## src/rtl/load_store_unit.sv

```systemverilog
// Memory-access stage: one req/ack data-memory transaction per op,
// byte-lane steering, misalignment rejection and ack-timeout abort.
module load_store_unit #(
  parameter int unsigned MAX_WAIT = 255
) (
  input  logic        clk,
  input  logic        rst_n,
  input  logic        ex_valid,
  input  logic        ex_load,
  input  logic        ex_store,
  input  logic [2:0]  ex_funct3,
  input  logic [31:0] ex_addr,
  input  logic [31:0] ex_wdata,
  output logic        ex_ready,
  output logic        stall,
  output logic        mem_req,
  output logic        mem_we,
  output logic [31:0] mem_addr,
  output logic [31:0] mem_wdata,
  output logic [3:0]  mem_wstrb,
  input  logic        mem_ack,
  input  logic [31:0] mem_rdata,
  output logic        wb_valid,
  output logic [31:0] wb_data,
  output logic        misaligned,
  output logic        timeout_err
);

  localparam int CW = (MAX_WAIT > 1) ? $clog2(MAX_WAIT) : 1;
  localparam logic [CW-1:0] LAST = CW'(MAX_WAIT - 1);

  typedef enum logic [1:0] {
    IDLE = 2'd0,
    REQ  = 2'd1,
    DONE = 2'd2
  } state_t;

  state_t        state_q, state_d;
  logic [CW-1:0] cnt_q;
  logic [31:0]   addr_q;
  logic [31:0]   wdata_q;
  logic [31:0]   wb_data_q;
  logic [3:0]    wstrb_q;
  logic          we_q;
  logic [2:0]    f3_q;
  logic [1:0]    off_q;
  logic          mis_q;
  logic          tmo_q;

  logic          legal;
  logic          sz_b, sz_h, sz_w;
  logic          mis_a;
  logic          accept;
  logic          reject;
  logic          expire;
  logic [31:0]   lane_data;
  logic [3:0]    lane_strb;
  logic [7:0]    rd_b;
  logic [15:0]   rd_h;
  logic [31:0]   ext;

  assign sz_b = (ex_funct3[1:0] == 2'b00);
  assign sz_h = (ex_funct3[1:0] == 2'b01);
  assign sz_w = (ex_funct3[1:0] == 2'b10);

  // BU/HU exist only for loads; both or neither op bit is not an op
  always_comb begin
    legal = 1'b0;
    if (ex_valid && (ex_load ^ ex_store)) begin
      unique case (ex_funct3)
        3'b000, 3'b001, 3'b010: legal = 1'b1;
        3'b100, 3'b101:         legal = ex_load;
        default:                legal = 1'b0;
      endcase
    end
  end

  assign mis_a  = (sz_h & ex_addr[0]) | (sz_w & |ex_addr[1:0]);
  assign accept = (state_q == IDLE) & legal & ~mis_a;
  assign reject = (state_q == IDLE) & legal & mis_a;
  assign expire = (state_q == REQ) & ~mem_ack & (cnt_q == LAST);

  always_comb begin
    lane_data = ex_wdata;
    lane_strb = 4'b1111;
    unique case (1'b1)
      sz_b: begin
        lane_data = {4{ex_wdata[7:0]}};
        lane_strb = 4'b0001 << ex_addr[1:0];
      end
      sz_h: begin
        lane_data = {2{ex_wdata[15:0]}};
        lane_strb = ex_addr[1] ? 4'b1100 : 4'b0011;
      end
      default: begin
        lane_data = ex_wdata;
        lane_strb = 4'b1111;
      end
    endcase
  end

  always_comb begin
    rd_b = mem_rdata[7:0];
    unique case (off_q)
      2'd0: rd_b = mem_rdata[7:0];
      2'd1: rd_b = mem_rdata[15:8];
      2'd2: rd_b = mem_rdata[23:16];
      2'd3: rd_b = mem_rdata[31:24];
      default: rd_b = mem_rdata[7:0];
    endcase
    rd_h = off_q[1] ? mem_rdata[31:16] : mem_rdata[15:0];
  end

  always_comb begin
    ext = mem_rdata;
    unique case (f3_q)
      3'b000: ext = {{24{rd_b[7]}}, rd_b};
      3'b001: ext = {{16{rd_h[15]}}, rd_h};
      3'b100: ext = {24'h0, rd_b};
      3'b101: ext = {16'h0, rd_h};
      default: ext = mem_rdata;
    endcase
  end

  always_comb begin
    state_d = state_q;
    unique case (state_q)
      IDLE: if (accept) state_d = REQ;
      REQ: begin
        if (mem_ack) state_d = we_q ? IDLE : DONE;
        else if (cnt_q == LAST) state_d = IDLE;
      end
      DONE: state_d = IDLE;
      default: state_d = IDLE;
    endcase
  end

  always_ff @(posedge clk or negedge rst_n) begin
    if (!rst_n) begin
      state_q   <= IDLE;
      cnt_q     <= '0;
      addr_q    <= '0;
      wdata_q   <= '0;
      wstrb_q   <= '0;
      we_q      <= 1'b0;
      f3_q      <= '0;
      off_q     <= '0;
      wb_data_q <= '0;
      mis_q     <= 1'b0;
      tmo_q     <= 1'b0;
    end else begin
      state_q <= state_d;
      mis_q   <= reject;
      tmo_q   <= expire;
      if (accept) begin
        addr_q  <= {ex_addr[31:2], 2'b00};
        we_q    <= ex_store;
        wdata_q <= lane_data;
        wstrb_q <= ex_store ? lane_strb : 4'b0000;
        f3_q    <= ex_funct3;
        off_q   <= ex_addr[1:0];
        cnt_q   <= '0;
      end else if (state_q == REQ && !mem_ack) begin
        cnt_q <= cnt_q + CW'(1);
      end
      if (state_q == REQ && mem_ack && !we_q) begin
        wb_data_q <= ext;
      end
    end
  end

  assign ex_ready    = (state_q == IDLE);
  assign stall       = ~ex_ready;
  assign mem_req     = (state_q == REQ);
  assign mem_we      = we_q;
  assign mem_addr    = addr_q;
  assign mem_wdata   = wdata_q;
  assign mem_wstrb   = wstrb_q;
  assign wb_valid    = (state_q == DONE);
  assign wb_data     = wb_data_q;
  assign misaligned  = mis_q;
  assign timeout_err = tmo_q;

endmodule

```

## config.mk

```make
export PLATFORM = sky130hd
export DESIGN_NAME = load_store_unit
export DESIGN_NICKNAME = d
export VERILOG_FILES = /design/src/rtl/load_store_unit.sv
export SDC_FILE = /design/constraint.sdc
export NUM_CORES = 1
export LEC_CHECK = 0
export ABC_AREA = 1
export CAP_MARGIN = 20
export CELL_PAD_IN_SITES_DETAIL_PLACEMENT = 2
export CELL_PAD_IN_SITES_GLOBAL_PLACEMENT = 2
export CORE_MARGIN = 10
export CORE_UTILIZATION = 31
export DETAILED_ROUTE_END_ITERATION = 6
export DONT_BUFFER_PORTS = 1
export PLACE_DENSITY_LB_ADDON = 0.08
export SETUP_SLACK_MARGIN = 0.1
export SLEW_MARGIN = 20
export SYNTH_ARGS = -nofsm -noshare
export SYNTH_HDL_FRONTEND = slang
export SYNTH_SLANG_ARGS = --single-unit
```

## constraint.sdc

```tcl
create_clock -name clk -period 1.4 [get_ports clk]
set_input_delay 0.14 -clock clk [delete_from_list [all_inputs] [get_ports clk]]
set_output_delay 0.14 -clock clk [all_outputs]
set_load 0.01 [all_outputs]
```

==> flow_summary.rst, run 1 <==
.. list-table::
   :header-rows: 1

   * - Metric
     - Value
   * - Critical path peak fanout
     - 6
   * - Async set-reset flop share out of synthesis
     - 100%
   * - Cell taking the most area after synthesis
     - sky130_fd_sc_hd__dfrtp_1
   * - Routed wire length
     - 25200 microns
   * - Max transition margin
     - 41.5%
   * - Antenna violations before repair
     - 2
   * - Path type of the worst min-delay path
     - input port to asynchronous set/reset pin
   * - Vertical die dimension
     - between 150 and 200 microns
   * - Fin crit period
     - 1520 ps
   * - Post-layout worst setup margin
     - -119 ps
   * - All-Layer GR Usage
     - 20.0%
   * - Number of endpoints failing setup at the final stage
     - 85
   * - Post-route fraction of the period consumed by the critical path
     - 109%
   * - Top-area cell type share of the netlist area
     - 52.2%
   * - Post-Synthesis Cell Area
     - 5560 sq um
   * - Final Slew Violations
     - 0
   * - Cells taking the most area after synthesis
     - sky130_fd_sc_hd__dfrtp_1 (52%), sky130_fd_sc_hd__nand2_1 (16%), sky130_fd_sc_hd__a21oi_1 (5.2%)
   * - Number of instances in the synthesized netlist
     - around 700
   * - Grt total ovfl
     - 0
   * - CTS Buf Count
     - 17
   * - Clock sink total
     - 116
   * - Number of library cell types mapped by synthesis
     - 31
   * - Global-route wire length before repair
     - about 38000 microns
   * - Worst EP arrival
     - 1880 ps
   * - Initial standard-cell utilization of the core
     - 31.9%
   * - Critical path launch point type
     - flop
   * - Standard-cell rows
     - 48
   * - Synth warn
     - 0
   * - Via-per-instance ratio
     - 5.11
   * - CTS tree
     - yes
   * - Clk buf depth
     - 2
   * - Number of buffers inserted for hold repair after clock tree synthesis
     - 103
   * - Via count
     - 5471
   * - Setup repair after global routing missed its margin
     - yes
   * - Sum Neg Setup Slack
     - -3540 ps
   * - Final Hold Viols
     - 116
   * - Post-synthesis to final-layout area growth
     - 49.7%
   * - Achievable Freq
     - approximately 0.66 GHz
   * - Final setup skew
     - 6.87 ps
   * - Flip-flop and latch count after synthesis
     - approximately 120
   * - Pwr Density
     - around 1800 nW/um^2
   * - Clock Pin Slew Worst Setup and Hold Paths
     - around 60 ps
   * - DP Worst Slack
     - -69.1 ps
   * - Antenna Violating Nets Remaining
     - 0
   * - Dominant register cell in the synthesized netlist
     - sky130_fd_sc_hd__dfrtp_1
   * - Number of DRC violations after detailed-routing iteration 0
     - a little over 200
   * - Final weighted congestion in routability-driven placement
     - 0.757
   * - Final worst hold slack
     - -587 ps
   * - Insertion delay of the later-clocked pin in the worst-skew pair
     - 420 ps
   * - Number of buffers inserted by port buffering
     - 0
   * - Number of enable flip-flop cells after synthesis
     - 0
   * - Total I/O pin count
     - 212
   * - Violations in the final reports
     - negative hold slack, negative setup slack
   * - Number of remaining DRC errors
     - 0
   * - Final cell count without fillers
     - between 1000 and 1500
   * - Largest net degree at the start of global routing
     - between 100 and 150
   * - Lkg Pwr
     - 0.00400 uW
   * - Type of the setup path with the least slack
     - flop to flop
   * - H-tree depth reported by CTS
     - 4
   * - Number of placed instances with taps included
     - 916
   * - Worst endpoint required time
     - between 1500 and 2000 ps
   * - Layout Nets
     - approximately 940
   * - Number of iterations in the first detailed-routing pass
     - 4
   * - Category of the worst setup path capture point
     - flop
   * - Post-route total power
     - 14600 uW
   * - Width of the die
     - around 150 microns
   * - Status
     - finished with violations
   * - Root buffer cell
     - sky130_fd_sc_hd__clkbuf_16
   * - Synth cell count leaders
     - sky130_fd_sc_hd__nand2_1 (242), sky130_fd_sc_hd__dfrtp_1 (116), sky130_fd_sc_hd__a21oi_1 (58), sky130_fd_sc_hd__inv_1 (57), sky130_fd_sc_hd__o21ai_0 (41)
   * - Transition at the pin with the smallest max-transition slack
     - 874 ps
   * - Library cell with the highest instance count after synthesis
     - sky130_fd_sc_hd__nand2_1
   * - VDD IR-drop max
     - 0.000878 V
   * - Average wire per cell in the routed design
     - 23.5 microns
   * - Hpwl dp
     - 14900 microns
   * - Ratio of cells with drive above 1 in the final layout
     - 24.2%
   * - Via count of the first global-routing pass
     - 6313
   * - Die Footprint
     - 23700 sq um
   * - Number of max-cap violations
     - 0
   * - Average footprint of a synthesized cell
     - 7.90 sq um
   * - Part of the Yosys area used for sequential elements
     - about 52%
   * - Placeable core region
     - 17400 sq um
report_power, final:
| group | switching (uW) | total (uW) | internal, uW |
|---|---|---|---|
| clock | 1640 | 4260 | 2620 |
| combinational | 2350 | 4260 | 1910 |
| sequential | 1620 | 6110 | 4490 |
| total | 5610 | 14600 | 9020 |
flip-flops by register name (all words and copies together), names as in the netlist:
name and flops:
f3_q 3, off_q 2, state_q 2, wb_data 32
mem_wstrb 4, mem_we 1, mem_wdata 32, cnt_q 8
mem_addr 30, timeout_err 1, misaligned 1
per-stage QoR:
| stage | hold WS [ps] | cell area [sq um] | util, % |
|---|---|---|---|
| global route | -605 | 8320 | 47.8 |
| global placement | -151 | 5910 | 33.9 |
| finish | -587 | 8330 | 47.8 |
| CTS | -599 | 7810 | 44.8 |
| detailed placement | -151 | 5910 | 33.9 |
| floorplan | -156 | 5590 | - |
final cells by class:
| cell class | count | area (sq um) |
|---|---|---|
| Fill cell | 1852 | 9090 |
| Timing Repair Buffer | 147 | 1610 |
| Multi-Input combinational cell | 488 | 2720 |
| Sequential cell | 116 | 2910 |
| Clock buffer | 24 | 492 |
| Antenna cell | 2 | 5.00 |
| Clock inverter | 8 | 75.1 |
| Tap cell | 225 | 282 |
| Inverter | 61 | 241 |
routing by layer:
metal	wire length (microns)	share of wire (%)	track usage [%]
met2	13500	54	35.4
met5	0	0	0
met1	9120	36	20.7
met3	2080	8.3	8.62
met4	452	1.8	6.93
worst max-delay path, stage by stage, from the launching register on:
cell,delay [ps]
sky130_fd_sc_hd__dfrtp_2,450
sky130_fd_sc_hd__inv_2,100
sky130_fd_sc_hd__nand2_2,70
sky130_fd_sc_hd__nand3b_1,170
sky130_fd_sc_hd__nand4_4,150
sky130_fd_sc_hd__buf_12,170
sky130_fd_sc_hd__clkbuf_16,170
sky130_fd_sc_hd__nand3_2,70
sky130_fd_sc_hd__nand2_1,60
sky130_fd_sc_hd__inv_1,50
cells by family after synthesis:
family | synth area share [%]
other | 0.0674
AO/OA/AOI/OAI | 12.7
adder cells (fa/ha/maj) | 0.450
buffers and inverters | 8.32
flip-flops | 52.2
XOR/XNOR | 0.157
AND/OR/NAND/NOR | 26.2
timing repair:
item                       in CTS  in global routing
gates resized for setup        69                106
setup buffers                   6                  8
hold endpoints to repair      214                116
setup endpoints to repair     115                117
pin swaps                      27                 35
cloned                          3                  2
path summary, 6_finish.rpt:
check	from	to	slack, ps	cells after the start
max	off_q[1]$_DFFE_PN0N_	wb_data[25]$_DFFE_PN0P_	-120	9
min	rst_n	wb_data[3]$_DFFE_PN0P_	-590	0
max reg2reg	off_q[1]$_DFFE_PN0N_	wb_data[25]$_DFFE_PN0P_	-120	9
min reg2reg	f3_q[2]$_DFFE_PN0N_	f3_q[2]$_DFFE_PN0N_	510	2
max in group asynchronous	rst_n	mem_addr[12]$_DFFE_PN0N_	1780	0
min in group clk	mem_rdata[13]	wb_data[13]$_DFFE_PN0P_	10	4
cell usage in the layout, fill, tap and decap left out, types with 3 or more instances in the layout:
master,netlist,final
sky130_fd_sc_hd__inv_1,57,49
sky130_fd_sc_hd__or2_4,0,7
sky130_fd_sc_hd__dlygate4sd3_1,0,103
sky130_fd_sc_hd__nor2_1,34,29
sky130_fd_sc_hd__nand2_4,0,12
sky130_fd_sc_hd__clkbuf_8,0,4
sky130_fd_sc_hd__clkinv_2,0,4
sky130_fd_sc_hd__inv_2,3,8
sky130_fd_sc_hd__clkbuf_16,0,19
sky130_fd_sc_hd__nand2_2,1,22
sky130_fd_sc_hd__o21ai_2,0,10
sky130_fd_sc_hd__buf_6,5,15
sky130_fd_sc_hd__nand3_2,0,23
sky130_fd_sc_hd__nand3_1,40,14
sky130_fd_sc_hd__nor2_2,3,5
sky130_fd_sc_hd__a21oi_4,0,3
sky130_fd_sc_hd__o21ai_4,0,5
sky130_fd_sc_hd__nand3_4,1,4
sky130_fd_sc_hd__a21oi_2,0,7
sky130_fd_sc_hd__buf_12,0,9
sky130_fd_sc_hd__clkbuf_1,16,3
sky130_fd_sc_hd__nor2_4,1,4
sky130_fd_sc_hd__dfrtp_2,0,4
sky130_fd_sc_hd__o21ai_1,30,41
sky130_fd_sc_hd__o21ai_0,41,15
sky130_fd_sc_hd__dfrtp_1,116,112
sky130_fd_sc_hd__o211ai_1,7,7
sky130_fd_sc_hd__a21oi_1,58,48
sky130_fd_sc_hd__buf_4,9,16
sky130_fd_sc_hd__nand2_1,242,209
sky130_fd_sc_hd__or2_2,16,9
Power figures use the tool's default switching activity.
==> run 2, diff against run 1 <==
--- a/config.mk
+++ b/config.mk
@@ -13,7 +13,7 @@
 export CORE_UTILIZATION = 31
 export DETAILED_ROUTE_END_ITERATION = 6
 export DONT_BUFFER_PORTS = 1
-export PLACE_DENSITY_LB_ADDON = 0.08
+export PLACE_DENSITY_LB_ADDON = 0.1
 export SETUP_SLACK_MARGIN = 0.1
 export SLEW_MARGIN = 20
 export SYNTH_ARGS = -nofsm -noshare
==> flow_summary.rst, run 2 (synthesized netlist as in run 1, its figures left out) <==
.. list-table::
   :header-rows: 1

   * - Metric
     - Value
   * - H-tree depth reported by CTS
     - 4 (unchanged)
   * - Ratio of cells with drive above 1 in the final layout
     - 23.6% (-0.55 points)
   * - Clk buf depth
     - 2 (unchanged)
   * - CTS Buf Count
     - 17 (unchanged)
   * - Flop2flop setup slack
     - -110 ps (about the same)
   * - Critical path launch point type
     - flop
   * - Number of DRC violations after detailed-routing iteration 0
     - 233 (+15%)
   * - Internal cell power
     - 9350 uW (+3.6%)
   * - Switching pwr
     - 5520 uW (-1.6%)
   * - Total I/O pin count
     - 212 (unchanged)
   * - Cell area after placement
     - 5950 sq um (+0.72%)
   * - Fin crit period
     - 1510 ps (-9.72 ps)
   * - Status
     - finished with violations
   * - Post-route total power
     - 14900 uW (+1.6%)
   * - All-Layer GR Usage
     - 18.5% (-1.5 points)
   * - Routed wire length
     - 25900 microns (+2.8%)
   * - Crit path capture
     - mem_wstrb[0]$_DFFE_PN0N_
   * - Layout Nets
     - 945 (+0.75%)
   * - Start point of the critical path
     - state_q[1]$_DFFE_PN0P_
   * - Number of endpoints failing setup at the final stage
     - 106 (+25%)
   * - Sum Neg Setup Slack
     - -6010 ps (-2470 ps)
   * - Final setup skew
     - 7.65 ps (+0.784 ps)
   * - Worst endpoint required time
     - 1700 ps (-60 ps)
   * - Number of iterations in the first detailed-routing pass
     - 4 (unchanged)
   * - Grt total ovfl
     - 0 (unchanged)
   * - Most common cell after layout, fill and taps aside
     - sky130_fd_sc_hd__nand2_1
   * - Post-synthesis to final-layout area growth
     - 53.7%
   * - Pwr Density
     - 1740 nW/um^2 (-1.0%)
   * - Fin area
     - 8550 sq um (+2.7%)
   * - Transition at the pin with the smallest max-transition slack
     - 957 ps (+82.3 ps)
   * - Insertion delay of the later-clocked pin in the worst-skew pair
     - 410 ps (about the same)
   * - Antenna Violating Nets Remaining
     - 0 (unchanged)
   * - Depth of the worst register-to-register path
     - 8 (-1)
   * - Initial standard-cell utilization of the core
     - 31.9% (unchanged)
   * - Setup repair after global routing missed its margin
     - yes
   * - Max transition margin
     - 36.2% (-5.3 points)
   * - Via count
     - 5526 (+1.0%)
   * - Final Hold Viols
     - 116 (unchanged)
   * - Final Slew Violations
     - 0 (unchanged)
   * - Share of power burned in combinational logic
     - 27.3% (-1.8 points)
   * - Category of the worst setup path capture point
     - flop
   * - Global-route wire length before repair
     - 35100 microns (-6.4%)
   * - Proportion of power drawn by the clock network
     - 31.7% (+2.6 points)
   * - Proportion of total power due to net switching
     - 37.1% (-1.2 points)
   * - Post-layout worst setup margin
     - -110 ps (+9.72 ps)
   * - VDD IR-drop max
     - 0.00105 V (+19%)
   * - Number of remaining DRC errors
     - 0 (unchanged)
   * - Proportion of power drawn by flip-flops and latches
     - 41.0% (-0.8 points)
   * - Clock sink total
     - 116 (unchanged)
   * - Utilization after layout
     - 49.1% (+1.3 points)
   * - Placeable core region
     - 17400 sq um (unchanged)
   * - Critical path peak fanout
     - 20 (+14)
   * - Width of the die
     - 154 microns (unchanged)
   * - Path type of the worst min-delay path
     - input port to asynchronous set/reset pin
   * - Via count of the first global-routing pass
     - 6111 (-3.2%)
   * - R2R Path End
     - mem_wstrb[0]$_DFFE_PN0N_
   * - Root buffer cell
     - sky130_fd_sc_hd__clkbuf_16
   * - Die Footprint
     - 23700 sq um (unchanged)
   * - Antenna violations before repair
     - 1 (-1)
   * - Achievable Freq
     - 0.662 GHz (+0.64%)
   * - Post-route fraction of the period consumed by the critical path
     - 108% (-0.69 points)
   * - Final weighted congestion in routability-driven placement
     - 0.803 (+6.2%)
   * - Type of the setup path with the least slack
     - flop to flop
   * - Standard-cell rows
     - 48 (unchanged)
   * - Highest-count cells in the layout ignoring fill and taps
     - sky130_fd_sc_hd__nand2_1 (212), sky130_fd_sc_hd__dfrtp_1 (112), sky130_fd_sc_hd__dlygate4sd3_1 (105)
   * - Vertical die dimension
     - 154 microns (unchanged)
   * - Number of buffers inserted by port buffering
     - 0 (unchanged)
   * - Average wire per cell in the routed design
     - 24.0 microns (+2.2%)
   * - Hpwl dp
     - 14600 microns (-1.9%)
   * - Via-per-instance ratio
     - 5.13 (+0.44%)
   * - Clock Pin Slew Worst Setup and Hold Paths
     - 60 ps (about the same)
   * - Lkg Pwr
     - 0.00405 uW (+1.3%)
   * - Number of max-cap violations
     - 0 (unchanged)
   * - Largest net degree at the start of global routing
     - 117 (unchanged)
   * - Startpoint of the most critical register-to-register path
     - state_q[1]$_DFFE_PN0P_
   * - Final worst hold slack
     - -587 ps (+0.0360 ps)
   * - CTS tree
     - yes
   * - Worst EP arrival
     - 1810 ps (-70 ps)
   * - Violations in the final reports
     - negative hold slack, negative setup slack
## run 2: cell count changes in the layout (fill, tap and decap cells not counted), moves of 4 or more
| cell | previous run | this run |
|---|---|---|
| sky130_fd_sc_hd__a21oi_1 | 48 | 35 |
| sky130_fd_sc_hd__nand3_1 | 14 | 25 |
| sky130_fd_sc_hd__clkbuf_16 | 19 | 29 |
| sky130_fd_sc_hd__a21oi_4 | 3 | 12 |
| sky130_fd_sc_hd__nand2_4 | 12 | 4 |
| sky130_fd_sc_hd__nand3_2 | 23 | 15 |
| sky130_fd_sc_hd__buf_6 | 15 | 9 |
| sky130_fd_sc_hd__o21ai_4 | 5 | 0 |
| sky130_fd_sc_hd__a21oi_2 | 7 | 11 |
| sky130_fd_sc_hd__nand2_2 | 22 | 26 |
| sky130_fd_sc_hd__o21ai_0 | 15 | 19 |
## run 2: worst min-delay path by stage
stage	to	slack, ps	start	cells past startpoint
floorplan	cnt_q[0]$_DFFE_PN0P_	-160	rst_n	0
global placement	wb_data[12]$_DFFE_PN0P_	-150	rst_n	0
detailed placement	wb_data[9]$_DFFE_PN0P_	-150	rst_n	0
CTS	wb_data[12]$_DFFE_PN0P_	-610	rst_n	0
global route	wb_data[8]$_DFFE_PN0P_	-610	rst_n	0
finish	wb_data[10]$_DFFE_PN0P_	-590	rst_n	0
## run 2: repair_timing
item                       4_1_cts  5_1_grt
gates cloned                     0       16
resized for setup               13      134
setup buffers                    0        7
hold buffers                   104        2
setup endpoints to repair      116      116
hold endpoints to repair       218      118
pin swaps                        1       43
## run 2: metrics by stage
step           setup slack (ps)  std cells
5_1_grt                    -209       1077
3_3_place_gp               7.06        915
2_1_floorplan              34.8        705
3_5_place_dp              -38.4        915
6_report                   -110       1077
4_1_cts                   -50.2       1051
## run 2: final cells by class
type,instances,area [sq um]
well taps,225,282
multi-input cells,488,2660
repair buffers,154,1830
fillers,1836,8870
inverters,61,244
diodes,1,2.50
clock inverters,12,179
flip-flops and latches,116,2910
clock buffers,20,447
## run 2: power groups by stage
stage          Combinational, uW  Sequential, uW  Clock [uW]
3_5_place_dp                2730            6130           0
4_1_cts                     3030            6090        4790
6_report                    4060            6100        4710
3_3_place_gp                2550            6090           0
2_1_floorplan               2050            5600           0
5_1_grt                     4480            6280        4960
## run 2: critical path: stages, from the launching register on
cell and delay (ps):
sky130_fd_sc_hd__dfrtp_2 460, sky130_fd_sc_hd__nor2_4 120, sky130_fd_sc_hd__nand2_2 70, sky130_fd_sc_hd__nor2_4 130, sky130_fd_sc_hd__nand3_4 90, sky130_fd_sc_hd__buf_12 170
sky130_fd_sc_hd__clkbuf_16 190, sky130_fd_sc_hd__nand2_1 80, sky130_fd_sc_hd__o21ai_1 70
## run 2: layer usage
layer / part of all wire (%) / vias up / wire length (microns) / GRT usage, %
li1: - / 2518 / - / -
met1: 37 / 2819 / 9490 / 20.2
met2: 53 / 163 / 13700 / 32.0
met3: 8.6 / 26 / 2220 / 7.62
met4: 1.6 / 0 / 411 / 5.80
met5: 0 / - / 0 / 0
==> run 3, diff against run 2 <==
--- a/config.mk
+++ b/config.mk
@@ -13,6 +13,7 @@
 export CORE_UTILIZATION = 31
 export DETAILED_ROUTE_END_ITERATION = 6
 export DONT_BUFFER_PORTS = 1
+export GPL_TIMING_DRIVEN = 0
 export PLACE_DENSITY_LB_ADDON = 0.1
 export SETUP_SLACK_MARGIN = 0.1
 export SLEW_MARGIN = 20
==> flow_summary.rst, run 3 (synthesized netlist as in run 1, its figures left out) <==
.. list-table::
   :header-rows: 1

   * - Metric
     - Value
   * - Status
     - finished with violations
   * - Violations in the final reports
     - negative hold slack, negative setup slack
   * - Number of buffer and inverter instances along the worst setup path
     - 4 (+2)
   * - Number of fill cells
     - 1845 (+0.49%)
   * - Largest net degree at the start of global routing
     - 117 (unchanged)
   * - Via count
     - 5597 (+1.3%)
   * - Number of buffers inserted by port buffering
     - 0 (unchanged)
   * - Utilization after layout
     - 49.2% (+0.12 points)
   * - Via-per-instance ratio
     - 5.11 (-0.47%)
   * - Post-layout worst setup margin
     - -238 ps (-128 ps)
   * - Clk buf depth
     - 2 (unchanged)
   * - Post-route fraction of the period consumed by the critical path
     - 117% (+9.2 points)
   * - Global-route wire length before repair
     - 39700 microns (+13%)
   * - Setup repair after global routing missed its margin
     - yes
   * - Worst-path cell chain
     - buf_4 > nor2_4 > nand2_4 > clkbuf_16 > buf_8 > a21oi_4 > nand3_2 > nand2_1 > inv_1
   * - Vertical die dimension
     - 154 microns (unchanged)
   * - Pwr Density
     - 1670 nW/um^2 (-4.3%)
   * - Crit-path slowest cell
     - sky130_fd_sc_hd__dfrtp_2
   * - Fin crit period
     - 1640 ps (+128 ps)
   * - Insertion delay of the later-clocked pin in the worst-skew pair
     - 420 ps (about the same)
   * - Slowest Stage Delay on Critical Path
     - 430 ps (-30 ps)
   * - Category of the worst setup path capture point
     - flop
   * - Critical path launch point type
     - flop
   * - Die Footprint
     - 23700 sq um (unchanged)
   * - CTS Buf Count
     - 17 (unchanged)
   * - Root buffer cell
     - sky130_fd_sc_hd__clkbuf_16
   * - Peak-usage layer in the global routing report
     - met2
   * - Number of remaining DRC errors
     - 0 (unchanged)
   * - Clock Pin Slew Worst Setup and Hold Paths
     - 60 ps (about the same)
   * - Width of the die
     - 154 microns (unchanged)
   * - VDD IR-drop max
     - 0.000855 V (-18%)
   * - Met2 Usage GRT
     - 37.8% (+5.8 points)
   * - Final Hold Viols
     - 116 (unchanged)
   * - Startpoint of the most critical register-to-register path
     - state_q[1]$_DFFE_PN0P_
   * - Final weighted congestion in routability-driven placement
     - 0.809 (+0.66%)
   * - CTS tree
     - yes
   * - Area taken by multi-input logic gates
     - 2730 sq um (+2.5%)
   * - Ratio of cells with drive above 1 in the final layout
     - 28.0% (+4.4 points)
   * - Number of antenna repair diodes
     - 0 (-1)
   * - Flip-flop and latch area
     - 2910 sq um (about the same)
   * - Global routing met3 resource utilization
     - 8.23% (+0.61 points)
   * - Via count of the first global-routing pass
     - 6528 (+6.8%)
   * - Placeable core region
     - 17400 sq um (unchanged)
   * - Critical path peak fanout
     - 5 (-75%)
   * - Total I/O pin count
     - 212 (unchanged)
   * - Sum Neg Setup Slack
     - -19700 ps (-13700 ps)
   * - Post-synthesis to final-layout area growth
     - 54.0%
   * - Worst endpoint required time
     - 1710 ps (about the same)
   * - Achievable Freq
     - 0.611 GHz (-7.8%)
   * - Grt total ovfl
     - 0 (unchanged)
   * - Routed wire length
     - 26400 microns (+2.2%)
   * - Number of buffers inserted for hold repair after clock tree synthesis
     - 96 (-7.7%)
   * - Final Slew Violations
     - 0 (unchanged)
   * - Path type of the worst min-delay path
     - input port to asynchronous set/reset pin
   * - Start point of the critical path
     - state_q[1]$_DFFE_PN0P_
   * - Transition at the pin with the smallest max-transition slack
     - 626 ps (-331 ps)
   * - All-Layer GR Usage
     - 21.2% (+2.7 points)
   * - Layout Nets
     - 965 (+2.1%)
   * - Final setup skew
     - 10.3 ps (+2.60 ps)
   * - Number of iterations in the first detailed-routing pass
     - 4 (unchanged)
   * - Worst EP arrival
     - 1950 ps (+140 ps)
   * - Number of endpoints failing setup at the final stage
     - 113 (+6.6%)
   * - Hpwl dp
     - 16000 microns (+9.8%)
   * - Final worst hold slack
     - -586 ps (+1.56 ps)
   * - Antenna Violating Nets Remaining
     - 0 (unchanged)
   * - Global-route track usage on met1
     - 23.0% (+2.8 points)
   * - Most common cell after layout, fill and taps aside
     - sky130_fd_sc_hd__nand2_1
   * - Clock sink total
     - 116 (unchanged)
   * - Max transition margin
     - 58.3% (+22 points)
   * - Antenna violations before repair
     - 0 (-1)
   * - Post-route total power
     - 14300 uW (-4.0%)
   * - Number of max-cap violations
     - 0 (unchanged)
   * - Type of the setup path with the least slack
     - flop to flop
   * - Standard-cell rows
     - 48 (unchanged)
   * - Number of DRC violations after detailed-routing iteration 0
     - 215 (-7.7%)
   * - H-tree depth reported by CTS
     - 4 (unchanged)
   * - Highest-count cells in the layout ignoring fill and taps
     - sky130_fd_sc_hd__nand2_1 (195), sky130_fd_sc_hd__dfrtp_1 (113), sky130_fd_sc_hd__dlygate4sd3_1 (96)
   * - Lkg Pwr
     - 0.00409 uW (+1.0%)
   * - Average wire per cell in the routed design
     - 24.1 microns (+0.47%)
   * - Initial standard-cell utilization of the core
     - 31.9% (unchanged)
   * - Kind of cell adding the most delay to the critical path
     - buffers and inverters
## run 3: cell types whose count changed in the layout (fill, tap and decap cells not counted), sizes merged
cell          delta
clkbuf           -1
bufinv           -3
dlygate4sd3      -9
dlymetal6s4s     -1
buf             +28
diode            -1
clkinv           +6
## run 3: power by group
group	internal, uW	switching, uW	leakage [uW]
clock network	2450	1740	0.000270
registers	4490	1650	0.00145
logic	1740	2220	0.00237
total	8670	5600	0.00409
## run 3: cell type report
| type | count | share of cell area, % |
|---|---|---|
| Clock buffer | 17 | 4.96 |
| Inverter | 61 | 2.99 |
| Multi-Input combinational cell | 488 | 31.9 |
| Clock inverter | 15 | 1.59 |
| Buffer | 38 | 4.47 |
| Sequential cell | 116 | 33.9 |
| Tap cell | 225 | 3.29 |
| Timing Repair Buffer | 136 | 16.9 |
## run 3: worst paths after layout
| check | slack (ps) | cells after the start | end |
|---|---|---|---|
| max reg2reg | -240 | 9 | wb_data[28]$_DFFE_PN0P_ |
| max | -240 | 9 | wb_data[28]$_DFFE_PN0P_ |
| min | -590 | 0 | wb_data[12]$_DFFE_PN0P_ |
| max in group asynchronous | 1730 | 0 | state_q[0]$_DFFE_PN0P_ |
| min in group clk | 20 | 4 | wb_data[8]$_DFFE_PN0P_ |
| min reg2reg | 510 | 2 | f3_q[2]$_DFFE_PN0N_ |
## run 3: what timing repair did
item / in CTS / in global routing
resized for setup: 136 / 96
buffers inserted: 27 / 5
hold endpoints to repair: 216 / 116
pin swaps: 37 / 19
endpoints found under the setup margin: 118 / 118
gates cloned: 6 / 2
## run 3: per-layer routing
metal	vias up	wire length (microns)
met5	-	0
met1	2855	9710
met3	21	2240
met4	0	303
met2	165	14200
li1	2556	-
## run 3: metrics by stage
stage          worst slack (ps)  std cells  cell area [sq um]
3_3_place_gp               -308        930               5870
6_report                   -238       1096               8570
5_1_grt                    -316       1096               8570
2_1_floorplan              34.8        705               5590
4_1_cts                    -225       1090               8160
3_5_place_dp               -345        930               5870
